File: src/rtl/hamming74_serial_decoder_pkg.sv
// Shared Hamming(7,4) definitions used by the encoder and the serial decoder.
// Codeword vectors are indexed so that bit i holds channel position i+1.
package hamming74_serial_decoder_pkg;

  localparam int unsigned HAM_N = 7;
  localparam int unsigned HAM_K = 4;

  typedef enum logic [1:0] {
    StIdle,
    StLoad,
    StShift
  } out_state_e;

  function automatic logic [2:0] ham74_syndrome(input logic [HAM_N-1:0] cw);
    logic [2:0] s;
    s[0] = cw[0] ^ cw[2] ^ cw[4] ^ cw[6];
    s[1] = cw[1] ^ cw[2] ^ cw[5] ^ cw[6];
    s[2] = cw[3] ^ cw[4] ^ cw[5] ^ cw[6];
    return s;
  endfunction

  // Returns {d1, d2, d3, d4} so d1 (position 3) is the first bit sent out.
  function automatic logic [HAM_K-1:0] ham74_extract(input logic [HAM_N-1:0] cw);
    return {cw[2], cw[4], cw[5], cw[6]};
  endfunction

endpackage

File: src/rtl/hamming74_serial_decoder_corrector.sv
// Combinational syndrome computation and single-bit correction of one codeword.
// With CORRECT_EN = 0 the syndrome is still produced but the data bits pass raw.
module hamming74_syndrome_corrector
  import hamming74_serial_decoder_pkg::*;
#(
  parameter bit CORRECT_EN = 1'b1
) (
  input  logic [HAM_N-1:0] codeword,
  output logic [HAM_K-1:0] data,
  output logic [2:0]       syndrome
);

  logic [HAM_N-1:0] flip_mask;
  logic [HAM_N-1:0] fixed_word;

  always_comb begin
    syndrome  = ham74_syndrome(codeword);
    flip_mask = '0;
    // The syndrome value is the 1-based position of the single flipped bit.
    if (CORRECT_EN && (syndrome != 3'd0)) begin
      flip_mask[syndrome - 3'd1] = 1'b1;
    end
    fixed_word = codeword ^ flip_mask;
    data       = ham74_extract(fixed_word);
  end

endmodule

File: src/rtl/hamming74_serial_decoder.sv
// Serial Hamming(7,4) decoder: gathers 7 valid channel bits, corrects one error,
// and replays the 4 data bits on consecutive cycles with a per-word error pulse.
module hamming74_serial_decoder
  import hamming74_serial_decoder_pkg::*;
#(
  parameter bit          CORRECT_EN    = 1'b1,
  parameter int unsigned ERR_CNT_WIDTH = 16
) (
  input  logic                     CLK,
  input  logic                     RESET_N,
  input  logic                     DATA_IN,
  input  logic                     DATA_IN_VALID,
  output logic                     DATA_OUT,
  output logic                     DATA_OUT_VALID,
  output logic                     WORD_ERR,
  output logic [ERR_CNT_WIDTH-1:0] ERR_CNT
);

  logic [2:0]               bit_cnt_q;
  logic [HAM_N-1:0]         cw_q;
  logic                     word_done_q;
  logic [HAM_K-1:0]         hold_q;
  logic                     word_err_q;
  logic [ERR_CNT_WIDTH-1:0] err_cnt_q;
  out_state_e               state_q, state_d;
  logic [1:0]               idx_q, idx_d;

  logic [HAM_K-1:0]         corr_data;
  logic [2:0]               syndrome;
  logic                     last_bit;

  hamming74_syndrome_corrector #(
    .CORRECT_EN (CORRECT_EN)
  ) u_corrector (
    .codeword (cw_q),
    .data     (corr_data),
    .syndrome (syndrome)
  );

  assign last_bit = (bit_cnt_q == 3'(HAM_N - 1));

  // Bits shift in from the top, so after 7 shifts position 1 sits at cw_q[0].
  always_ff @(posedge CLK or negedge RESET_N) begin
    if (!RESET_N) begin
      bit_cnt_q   <= 3'd0;
      cw_q        <= '0;
      word_done_q <= 1'b0;
    end else begin
      word_done_q <= DATA_IN_VALID && last_bit;
      if (DATA_IN_VALID) begin
        cw_q      <= {DATA_IN, cw_q[HAM_N-1:1]};
        bit_cnt_q <= last_bit ? 3'd0 : bit_cnt_q + 3'd1;
      end
    end
  end

  always_ff @(posedge CLK or negedge RESET_N) begin
    if (!RESET_N) begin
      hold_q     <= '0;
      word_err_q <= 1'b0;
      err_cnt_q  <= '0;
    end else begin
      word_err_q <= 1'b0;
      if (word_done_q) begin
        hold_q     <= corr_data;
        word_err_q <= (syndrome != 3'd0);
        if ((syndrome != 3'd0) && (err_cnt_q != {ERR_CNT_WIDTH{1'b1}})) begin
          err_cnt_q <= err_cnt_q + ERR_CNT_WIDTH'(1);
        end
      end
    end
  end

  always_ff @(posedge CLK or negedge RESET_N) begin
    if (!RESET_N) begin
      state_q <= StIdle;
      idx_q   <= 2'd0;
    end else begin
      state_q <= state_d;
      idx_q   <= idx_d;
    end
  end

  always_comb begin
    state_d = state_q;
    idx_d   = idx_q;
    unique case (state_q)
      StIdle: ;
      StLoad: begin
        state_d = StShift;
        idx_d   = 2'd0;
      end
      StShift: begin
        if (idx_q < 2'd3) begin
          idx_d = idx_q + 2'd1;
        end else begin
          state_d = StIdle;
        end
      end
      default: state_d = StIdle;
    endcase
    // A completed word always restarts the burst, even mid-shift.
    if (word_done_q) begin
      state_d = StLoad;
    end
  end

  always_comb begin
    DATA_OUT_VALID = 1'b0;
    DATA_OUT       = 1'b0;
    if (state_q == StShift) begin
      DATA_OUT_VALID = 1'b1;
      DATA_OUT       = hold_q[2'd3 - idx_q];
    end
    WORD_ERR = word_err_q;
    ERR_CNT  = err_cnt_q;
  end

endmodule

File: config.mk
export PLATFORM = sky130hd
export DESIGN_NAME = hamming74_serial_decoder
export DESIGN_NICKNAME = d
export VERILOG_FILES = /design/src/rtl/hamming74_serial_decoder_pkg.sv /design/src/rtl/hamming74_serial_decoder_corrector.sv /design/src/rtl/hamming74_serial_decoder.sv
export SDC_FILE = /design/constraint.sdc
export NUM_CORES = 1
export LEC_CHECK = 0
export ABC_CLOCK_PERIOD_IN_PS = 6900
export BUFFER_PORTS_ARGS = -buffer_cell sky130_fd_sc_hd__buf_2
export CORE_MARGIN = 2
export CORE_UTILIZATION = 59
export DETAILED_ROUTE_END_ITERATION = 10
export PLACE_DENSITY = 0.84
export SYNTH_ARGS = -nofsm -noshare
export SYNTH_HDL_FRONTEND = slang
export SYNTH_HIERARCHICAL = 1
export SYNTH_SLANG_ARGS = --single-unit
File: constraint.sdc
create_clock -name CLK -period 6.9 [get_ports CLK]
set_input_delay 1.035 -clock CLK [delete_from_list [all_inputs] [get_ports CLK]]
set_output_delay 1.035 -clock CLK [all_outputs]
set_load 0.02 [all_outputs]
After elaboration in Yosys (flattened, before gate mapping):

Cells that the tools add are included.
Widths: inputs -> output; s select.

* bits in registers: 36
* output and inout bits: 19
* logic and storage cells: 57

* $add $sub $neg: 5
* $lt $le $gt $ge: 4
* equal/unequal tests: 7
* mux-type cells: 14
* bitwise logic cells: 10
* reduce and logical (&&, ||, !) cells: 9

Operators with widths (number)
* $add 16x1->16 const B: 1
* $ne 16x16->1 const B: 1
* $xor 1x1->1: 9
* $mux 7: 1
* $xor 7x7->7: 1
* $mux 2: 3
* $pmux 2 s3: 1
* $reduce_and 2->1: 3
* $mux 1: 5
* $lt 3x4->1 const B: 1
* $ne 2x2->1 const B: 2
* $pmux 2 s2: 1
* $add 3x1->3 const B: 1
* $demux 1 s3: 1
* $eq 3x3->1 const B: 1
* $ge 3x1->1 const B: 1
* $logic_and 1x1->1: 3
* $lt 2x3->1 const B: 1
* $mux 3: 1
* $ne 3x3->1 const B: 1
* $reduce_bool 3->1: 1
* $sub 3x1->3 const B: 1
* $add 2x1->2 const B: 1
* $bmux 1 s2: 1
* other kinds (6): 6

Depth between registers and ports, before layout:

Gate-level depths: netlist (run 1).

* word-level depth: 10
* mapped depth: 9

Cells and area by module:

Netlist (run 1), hierarchy kept.

By module, submodules not included
* hamming74_serial_decoder: times used 1, cells an instance 135, area an instance 1611.5 µm²
* hamming74_syndrome_corrector: times used 1, cells an instance 24, area an instance 196.4 µm²

Worst setup path before layout (run 1):

No wires, ideal clock.

* path type: register -> register
* start: register cw_q[4]
* end: register hold_q[1]
* data arrival time: 2031 ps
* path slack: 4744 ps
* stages on the path, launching flop included: 9
* clock period less this slack: 2156 ps
* cell sequence: dfrtp_1 -> xor2_2 -> xnor2_1 -> ha_1 -> ha_1 -> nor2_1 -> nand3_1 -> xnor2_1 -> mux2_2

* cells in the longest elaborated chain, start to end: 10
* elaborated cells between the ends (all ways): 14
* classes of those cells: add/sub (1); order compare (2); mux (3); bitwise (6); reduce/logical (2)

Ends and longest elaborated chain
* from (decl): RTL line hamming74_serial_decoder.sv:20 `logic [HAM_N-1:0] cw_q;`
* from (signal assigned): RTL line hamming74_serial_decoder.sv:51 `cw_q <= {DATA_IN, cw_q[HAM_N-1:1]};`
* $xor 1x1->1 (3 in a row): RTL line hamming74_serial_decoder_pkg.sv:18 `s[2] = cw[3] ^ cw[4] ^ cw[5] ^ cw[6];`
* $sub 3x1->3: RTL line hamming74_serial_decoder_corrector.sv:21 `flip_mask[syndrome - 3'd1] = 1'b1;`
* $lt 3x4->1 (implied by the code) / $ge 3x1->1 (equally long branches): RTL line hamming74_serial_decoder_corrector.sv:21
* $logic_and 1x1->1 (implied by the code): RTL line hamming74_serial_decoder_corrector.sv:21
* $mux 1 (implied by the code): RTL line hamming74_serial_decoder_corrector.sv:21
* $demux 1 s3
* $mux 7 (*): RTL line hamming74_serial_decoder_corrector.sv:20 `if (CORRECT_EN && (syndrome != 3'd0)) begin`
* $xor 7x7->7 (*): RTL line hamming74_serial_decoder_corrector.sv:23 `fixed_word = codeword ^ flip_mask;`
* named net corr_data[1]: RTL line hamming74_serial_decoder.sv:28 `logic [HAM_K-1:0] corr_data;`
* to (signal assigned): RTL line hamming74_serial_decoder.sv:65 `hold_q <= corr_data;`
* to (decl): RTL line hamming74_serial_decoder.sv:22 `logic [HAM_K-1:0] hold_q;`

The timed path passes the listed nets; every way through them passes the cells marked *.
A chain may end at the register's enable or synchronous reset.

Worst setup path in the final report (run 1):

* start: register idx_q[0]
* end: output port DATA_OUT

* cells in the longest elaborated chain, start to end: 4

Ends and longest elaborated chain
* from (decl): RTL line hamming74_serial_decoder.sv:26 `logic [1:0] idx_q, idx_d;`
* from (signal assigned): RTL line hamming74_serial_decoder.sv:80 `idx_q <= idx_d;`
* $sub 2x2->2: RTL line hamming74_serial_decoder.sv:113 `DATA_OUT = hold_q[2'd3 - idx_q];`
* $bmux 1 s2: RTL line hamming74_serial_decoder.sv:113
* $mux 1 (implied by the code): RTL line hamming74_serial_decoder.sv:113
* $mux 1: RTL line hamming74_serial_decoder.sv:111 `if (state_q == StShift) begin`
* to (decl): RTL line hamming74_serial_decoder.sv:13 `output logic DATA_OUT,`

Every way passes these cells. The select of a mux whose other input is x is not followed.

==> results by group, run 1 <==
Logic synthesis
  – Yosys warns: 6
  – Ys flop type: dfrtp_1
  – Synth cell types: 33
  – Synth cell count leaders: dfrtp_1 (36), xor2_1 (17), mux2_2 (12), nand2_1 (12), xnor2_1 (9)
  – Yosys top cell by area: dfrtp_1
  – Ys async rst share: 100.0%
  – Mapped Nets: 167
  – Netlist Area Pre-Place: 1808 um2
  – Cells after Synth: 159
  – Most common cell in the synthesized netlist: dfrtp_1
  – Post-synth EDFFs: 0
  – Yosys reg bits: 36
  – Synth top area cells: dfrtp_1 (50%), xor2_1 (8.2%), mux2_2 (7.5%)
  – Sequential-to-total area share from yosys stat: 49.83%
  – Top-area cell type share of the netlist area: 49.83%
  – Syn Area/Cell: 11.37 um2

STA
  – Clock Skews: 0.008091 ns
  – Achievable Freq: 0.3770 GHz
  – Final hold slack: 0.5162 ns
  – Hold Vio Cnt, Final: 0
  – Slew of the pin with the lowest slew margin: 0.7899 ns
  – Final period utilization: 38.45%
  – Final min period: 2.653 ns
  – Final setup viols: 0
  – Setup ws final: 4.247 ns
  – RSZ-0062 raised after global routing: no
  – Setup TNS: 0 ns
  – Relative slew slack: 47.34%
  – Max-slew violations: 0

Clock network
  – TritonCTS clock tree: built
  – Clk slew on worst S/H paths: 0.10 ns
  – Latest clock arrival within the worst-skew pair: 0.35 ns
  – CTS max path bufs: 2
  – H-Tree Depth: 2
  – Setup Fix Bufs, Post-CTS: 0
  – CTS Sinks: 36
  – Root Driver: clkbuf_4
  – Num CTS Buffers: 5
  – Post-CTS sizing: 0
  – Post-CTS Hold Buffers: 0

Floorplan
  – I/O Pins: 23
  – Core footprint: 2978 um2
  – Die Width: 59.36 um
  – Rows: 20
  – DIE HEIGHT: 59.36 um
  – Starting Density: 60.71%
  – Full die area: 3523 um2

Routing
  – Routed WL: 3323 um
  – Total via count in the routed design: 1289
  – Residual DRC count: 0
  – Remaining antenna violation count after routing: 0
  – DRT Pass-1 Iters: 4
  – WL per Instance: 15.17 um
  – Initial DRC Count: 71
  – Average via count per standard cell: 5.886

Setup path
  – Worst-path fanout max: 5
  – Critical path origin: idx_q[0]
  – Crit Path Category: reg -> out
  – Crit end category: output pin
  – Worst EP required: 5.86 ns
  – Critical Path Start Type: register
  – Worst Path Arrival: 1.62 ns
  – R2R Path End: hold_q[2]
  – R2R depth: 9
  – Worst R2R Setup Slack: 4.42 ns
  – Origin of the critical flop-to-flop path: cw_q[4]

Power
  – Leakage: 0.001018 uW
  – VDD IR max: 0.2041 mV
  – Cell area power density: 363.1 nW/um2

Cells and area
  – Fill cells: 231
  – Number of inserted diodes: 0
  – Area of the multi-input gates: 865.8 um2
  – Share of post-route cells with drive strength above 1: 26.88%
  – FF+latch area: 900.9 um2
  – Final #Nets: 193
  – Area grow syn2layout: 11.76%

Worst hold path
  – Hold Path Stages: 1
  – Hold WC Path Type: reg -> reg
  – Hold Crit Endpoint: hold_q[1]
  – Worst Min Path Start: hold_q[1]

Placed design
  – Pre-CTS WS: 4.485 ns
  – Dpl hpwl: 2447 um
  – PortBufs: 22
  – Routability Congestion: 0.8392

Global routing
  – Vias in the first global route: 1246
  – GRT Util Overall: 21.92%
  – First-pass GRT wire length: 5609 um
  – Largest net degree at the start of global routing: 37
  – Antenna violations before repair: 0
  – Congestion Overflow GR: 0

Run
  – Max-cap violations: 0

Run status
  – Outcome: complete, no violations
[flip-flops by register name, indices dropped and copies added (netlist names)]
| signal | count |
|---|---|
| hold_q | 4 |
| idx_q | 2 |
| ERR_CNT | 16 |
| state_q | 2 |
| bit_cnt_q | 3 |
| WORD_ERR | 1 |
| cw_q | 7 |
| word_done_q | 1 |
[area by class of cell]
type                            count  area share, %
Tap cell                           33          2.043
Clock inverter                      2          1.734
Inverter                            7          1.300
Multi-Input combinational cell    113          42.85
Sequential cell                    36          44.58
Timing Repair Buffer               22          5.449
Clock buffer                        6          2.043
[how the worst max path moves through the flow]
| stage | endpoint | depth (start not counted) |
|---|---|---|
| 6_report | DATA_OUT | 3 |
| 3_5_place_dp | hold_q[2] | 9 |
| 4_1_cts | DATA_OUT | 3 |
| 5_1_grt | DATA_OUT | 3 |
| 3_3_place_gp | ERR_CNT[14] | 7 |
| 2_1_floorplan | hold_q[1] | 8 |
[metal layers]
| metal | vias to the layer above | wire length [um] | global-route usage, % |
|---|---|---|---|
| li1 | 611 | - | - |
| met1 | 634 | 1405 | 27.89 |
| met2 | 35 | 1670 | 35.01 |
| met3 | 9 | 178 | 6.550 |
| met4 | 0 | 70 | 8.766 |
| met5 | - | 0 | 0 |
[critical path, stage by stage (launching register included)]
cell,delay (ns)
dfrtp_1,0.45
mux4_2,0.52
and2_1,0.16
buf_2,0.15
[cell usage in the layout (no fill, tap or decap), drive strengths merged, types with 2 or more instances in the layout]
master and n:
dfrtp 36, nand3 6, inv 7, nor2 9, buf 22, nand2 12
xor2 18, ha 4, nor4 8, a21oi 3, nand4 5, nor4b 2
nor3b 3, o31ai 2, o21ai 5, nor3 8, mux2 12, clkbuf 6
xnor2 9
[per-stage QoR]
| stage | area (um2) | total power (uW) | cells | utilization (%) |
|---|---|---|---|---|
| finish | 2021 | 733.8 | 219 | 67.86 |
| global placement | 1944 | 560.5 | 211 | 65.29 |
| floorplan | 1808 | 519.5 | 159 | - |
| global route | 2021 | 783.0 | 219 | 67.86 |
| detailed placement | 1944 | 588.8 | 211 | 65.29 |
| CTS | 2021 | 737.1 | 219 | 67.86 |
[kinds of logic (layout without fill, tap and decap cells)]
logic type               count (synthesis)  after routing  synth area share, %
AND/OR/NAND/NOR                         56             56                18.27
AO/OA/AOI/OAI                           13             13                4.637
flip-flops                              36             36                49.83
multiplexers                            13             13                8.720
adder cells (fa/ha/maj)                  4              4                2.768
XOR/XNOR                                27             27                13.50
buffers and inverters                   10             37                2.284
[where the power goes]
part           internal, uW  switching [uW]  total, uW  leakage (uW)
registers               255            46.4        301      0.000471
logic                   129             158        287      0.000505
clock network          75.9            69.4        145     0.0000422
Note: power is estimated with default switching activity, not from simulation.
==> run 2, diff against run 1 <==
--- a/config.mk
+++ b/config.mk
@@ -5,12 +5,12 @@
 export SDC_FILE = /design/constraint.sdc
 export NUM_CORES = 1
 export LEC_CHECK = 0
-export ABC_CLOCK_PERIOD_IN_PS = 6900
+export ABC_CLOCK_PERIOD_IN_PS = 2600
 export BUFFER_PORTS_ARGS = -buffer_cell sky130_fd_sc_hd__buf_2
 export CORE_MARGIN = 2
-export CORE_UTILIZATION = 59
+export CORE_UTILIZATION = 57
 export DETAILED_ROUTE_END_ITERATION = 10
-export PLACE_DENSITY = 0.84
+export PLACE_DENSITY = 0.82
 export SYNTH_ARGS = -nofsm -noshare
 export SYNTH_HDL_FRONTEND = slang
 export SYNTH_HIERARCHICAL = 1
==> constraint.sdc (replaced) <==
create_clock -name CLK -period 2.6 [get_ports CLK]
set_input_delay 0.39 -clock CLK [delete_from_list [all_inputs] [get_ports CLK]]
set_output_delay 0.39 -clock CLK [all_outputs]
set_load 0.02 [all_outputs]
==> run 2 against run 1 <==
  * Sequential cell count did not move
  * Combinational power rose to 2.8 times the previous value
  * Sequential power rose to 2.7 times the previous value
  * Non-clock buffer count rose by 1
  * Critical path type is now reg -> reg
==> results by group, run 2 (synthesized netlist as in run 1, its figures left out) <==
STA
  – Setup TNS: 0 ns (unchanged)
  – Hold Vio Cnt, Final: 0 (unchanged)
  – Max-slew violations: 0 (unchanged)
  – Final min period: 2.554 ns
  – Slew of the pin with the lowest slew margin: 0.7694 ns (-0.02045 ns)
  – Final setup viols: 0 (unchanged)
  – Clock Skews: 0.01255 ns (+0.004464 ns)
  – Final period utilization: 98.22%
  – Relative slew slack: 48.71% (+1.4 points)
  – Achievable Freq: 0.3916 GHz
  – RSZ-0062 raised after global routing: no
  – Final hold slack: 0.1206 ns (-0.3956 ns)

Global routing
  – Congestion Overflow GR: 0 (unchanged)
  – GRT Util Overall: 20.42% (-1.5 points)
  – Antenna violations before repair: 0 (unchanged)
  – Largest net degree at the start of global routing: 37 (unchanged)
  – Vias in the first global route: 1217 (-2.3%)
  – First-pass GRT wire length: 5416 um (-3.4%)

Routing
  – Max layer used: met4
  – Remaining antenna violation count after routing: 0 (unchanged)
  – Average via count per standard cell: 5.446 (-7.5%)
  – Total via count in the routed design: 1258 (-2.4%)
  – Routed length on met3: 145 um (-19%)
  – Initial DRC Count: 62 (-13%)
  – Routed WL: 3338 um (+0.45%)
  – Met2 wire length: 1630 um (-2.4%)
  – DRT Pass-1 Iters: 4 (unchanged)
  – WL per Instance: 14.45 um (-4.8%)
  – Wl on met1: 1475 um (+5.0%)
  – Residual DRC count: 0 (unchanged)

Floorplan
  – DIE HEIGHT: 60.32 um (+1.6%)
  – Rows: 20 (unchanged)
  – Die Width: 60.32 um (+1.6%)
  – I/O Pins: 23 (unchanged)
  – Full die area: 3639 um2 (+3.3%)
  – Starting Density: 59.71% (-1.0 points)
  – Core footprint: 3028 um2 (+1.7%)

Cells and area
  – Share of post-route cells with drive strength above 1: 27.81% (+0.93 points)
  – Most common cell after layout, fill and taps aside: dfrtp_1
  – Final Util: 67.23% (-0.63 points)
  – Final #Nets: 194 (+0.52%)
  – Post-Layout Cell Count: 231 (+5.5%)
  – Max reg flops: 16 (unchanged)
  – Most frequent cells in the layout: dfrtp_1 (36), buf_2 (22), xor2_1 (17), nand2_1 (12), mux2_2 (12)
  – Area grow syn2layout: 12.60%
  – Number of inserted diodes: 0 (unchanged)

Clock network
  – Post-CTS Hold Buffers: 0 (unchanged)
  – H-Tree Depth: 2 (unchanged)
  – TritonCTS clock tree: built
  – CTS Sinks: 36 (unchanged)
  – Root Driver: clkbuf_4
  – Clk slew on worst S/H paths: 0.11 ns (about the same)
  – Num CTS Buffers: 5 (unchanged)
  – Latest clock arrival within the worst-skew pair: 0.33 ns (-0.02 ns)
  – CTS max path bufs: 2 (unchanged)

Power
  – Cell area power density: 938.4 nW/um2 (+160%)
  – Pwr Total: 1910 uW (+160%)
  – VDD IR max: 0.5443 mV (+170%)
  – Leakage: 0.001017 uW (about the same)

Placed design
  – PortBufs: 22 (unchanged)
  – Dpl hpwl: 2488 um (+1.7%)
  – Routability Congestion: 0.7890 (-6.0%)
  – Placed cells: 223 (+5.7%)

Run status
  – Outcome: complete, no violations

Setup path
  – Critical path origin: cw_q[6]
  – Worst EP required: 2.81 ns (-3.05 ns)
  – Worst-path fanout max: 5 (unchanged)
  – Origin of the critical flop-to-flop path: cw_q[6]
  – Critical Path Start Type: register
  – Crit Path Category: reg -> reg
  – Crit end category: register
  – Worst Path Arrival: 2.77 ns (+1.15 ns)

Worst hold path
  – Hold WC Path Type: in -> async

Run
  – Max-cap violations: 0 (unchanged)
[run 2: cell types whose count changed in the layout (fill, tap and decap cells not counted)]
cell | previous run | this run
buf_4 | 0 | 1
bufinv_16 | 1 | 0
clkbuf_8 | 0 | 1
clkinv_2 | 1 | 0
clkinvlp_4 | 0 | 1
xnor2_1 | 9 | 8
xnor2_2 | 0 | 1
[run 2: area by class of cell]
class | count | area [um2]
fill | 236 | 992.2
multi-input combinational | 113 | 873.3
clock buffer | 7 | 55.05
sequential | 36 | 900.9
inverter | 7 | 26.28
timing repair buffer | 23 | 117.6
clock inverter | 1 | 7.507
tap | 44 | 55.05
[run 2: per-stage QoR]
stage               cell area (um2)  setup WS [ns]
detailed placement             1966         0.1631
global placement               1966         0.3751
CTS                            2028         0.1118
finish                         2036        0.04638
global route                   2036        0.03579
floorplan                      1808         0.4444
[run 2: path summary, 6_finish.rpt]
| check | to | slack [ns] | depth (start not counted) |
|---|---|---|---|
| max in group asynchronous | hold_q[0] | 1.98 | 1 |
| worst min-delay path | cw_q[5] | 0.12 | 1 |
| worst max-delay path | hold_q[0] | 0.05 | 7 |
| min in group CLK | cw_q[6] | 0.29 | 2 |
| worst min register to register | ERR_CNT[15] | 0.51 | 1 |
| worst max register to register | hold_q[0] | 0.05 | 7 |
[run 2: where the power goes]
group,internal (uW),total [uW],switching (uW)
sequential,676,802,126
combinational,353,798,445
clock,132,310,178
total,1160,1910,748
[run 2: worst max-delay path, cell delays in order (launching register included)]
cell	delay, ns
dfrtp_1	0.47
xnor2_1	0.33
xnor2_1	0.16
ha_1	0.22
ha_1	0.35
o31ai_1	0.44
o41ai_1	0.18
mux2_2	0.29
[run 2: repair_timing]
item / in CTS / in global routing
buffers inserted: 0 / 0
gates resized for setup: 0 / 1
endpoints found under the setup margin: 0 / 1
[run 2: metal layers]
layer / vias to the layer above / track usage, %
li1: 616 / -
met1: 602 / 26.23
met2: 31 / 32.45
met3: 9 / 4.545
met4: 0 / 10.48
met5: - / 0
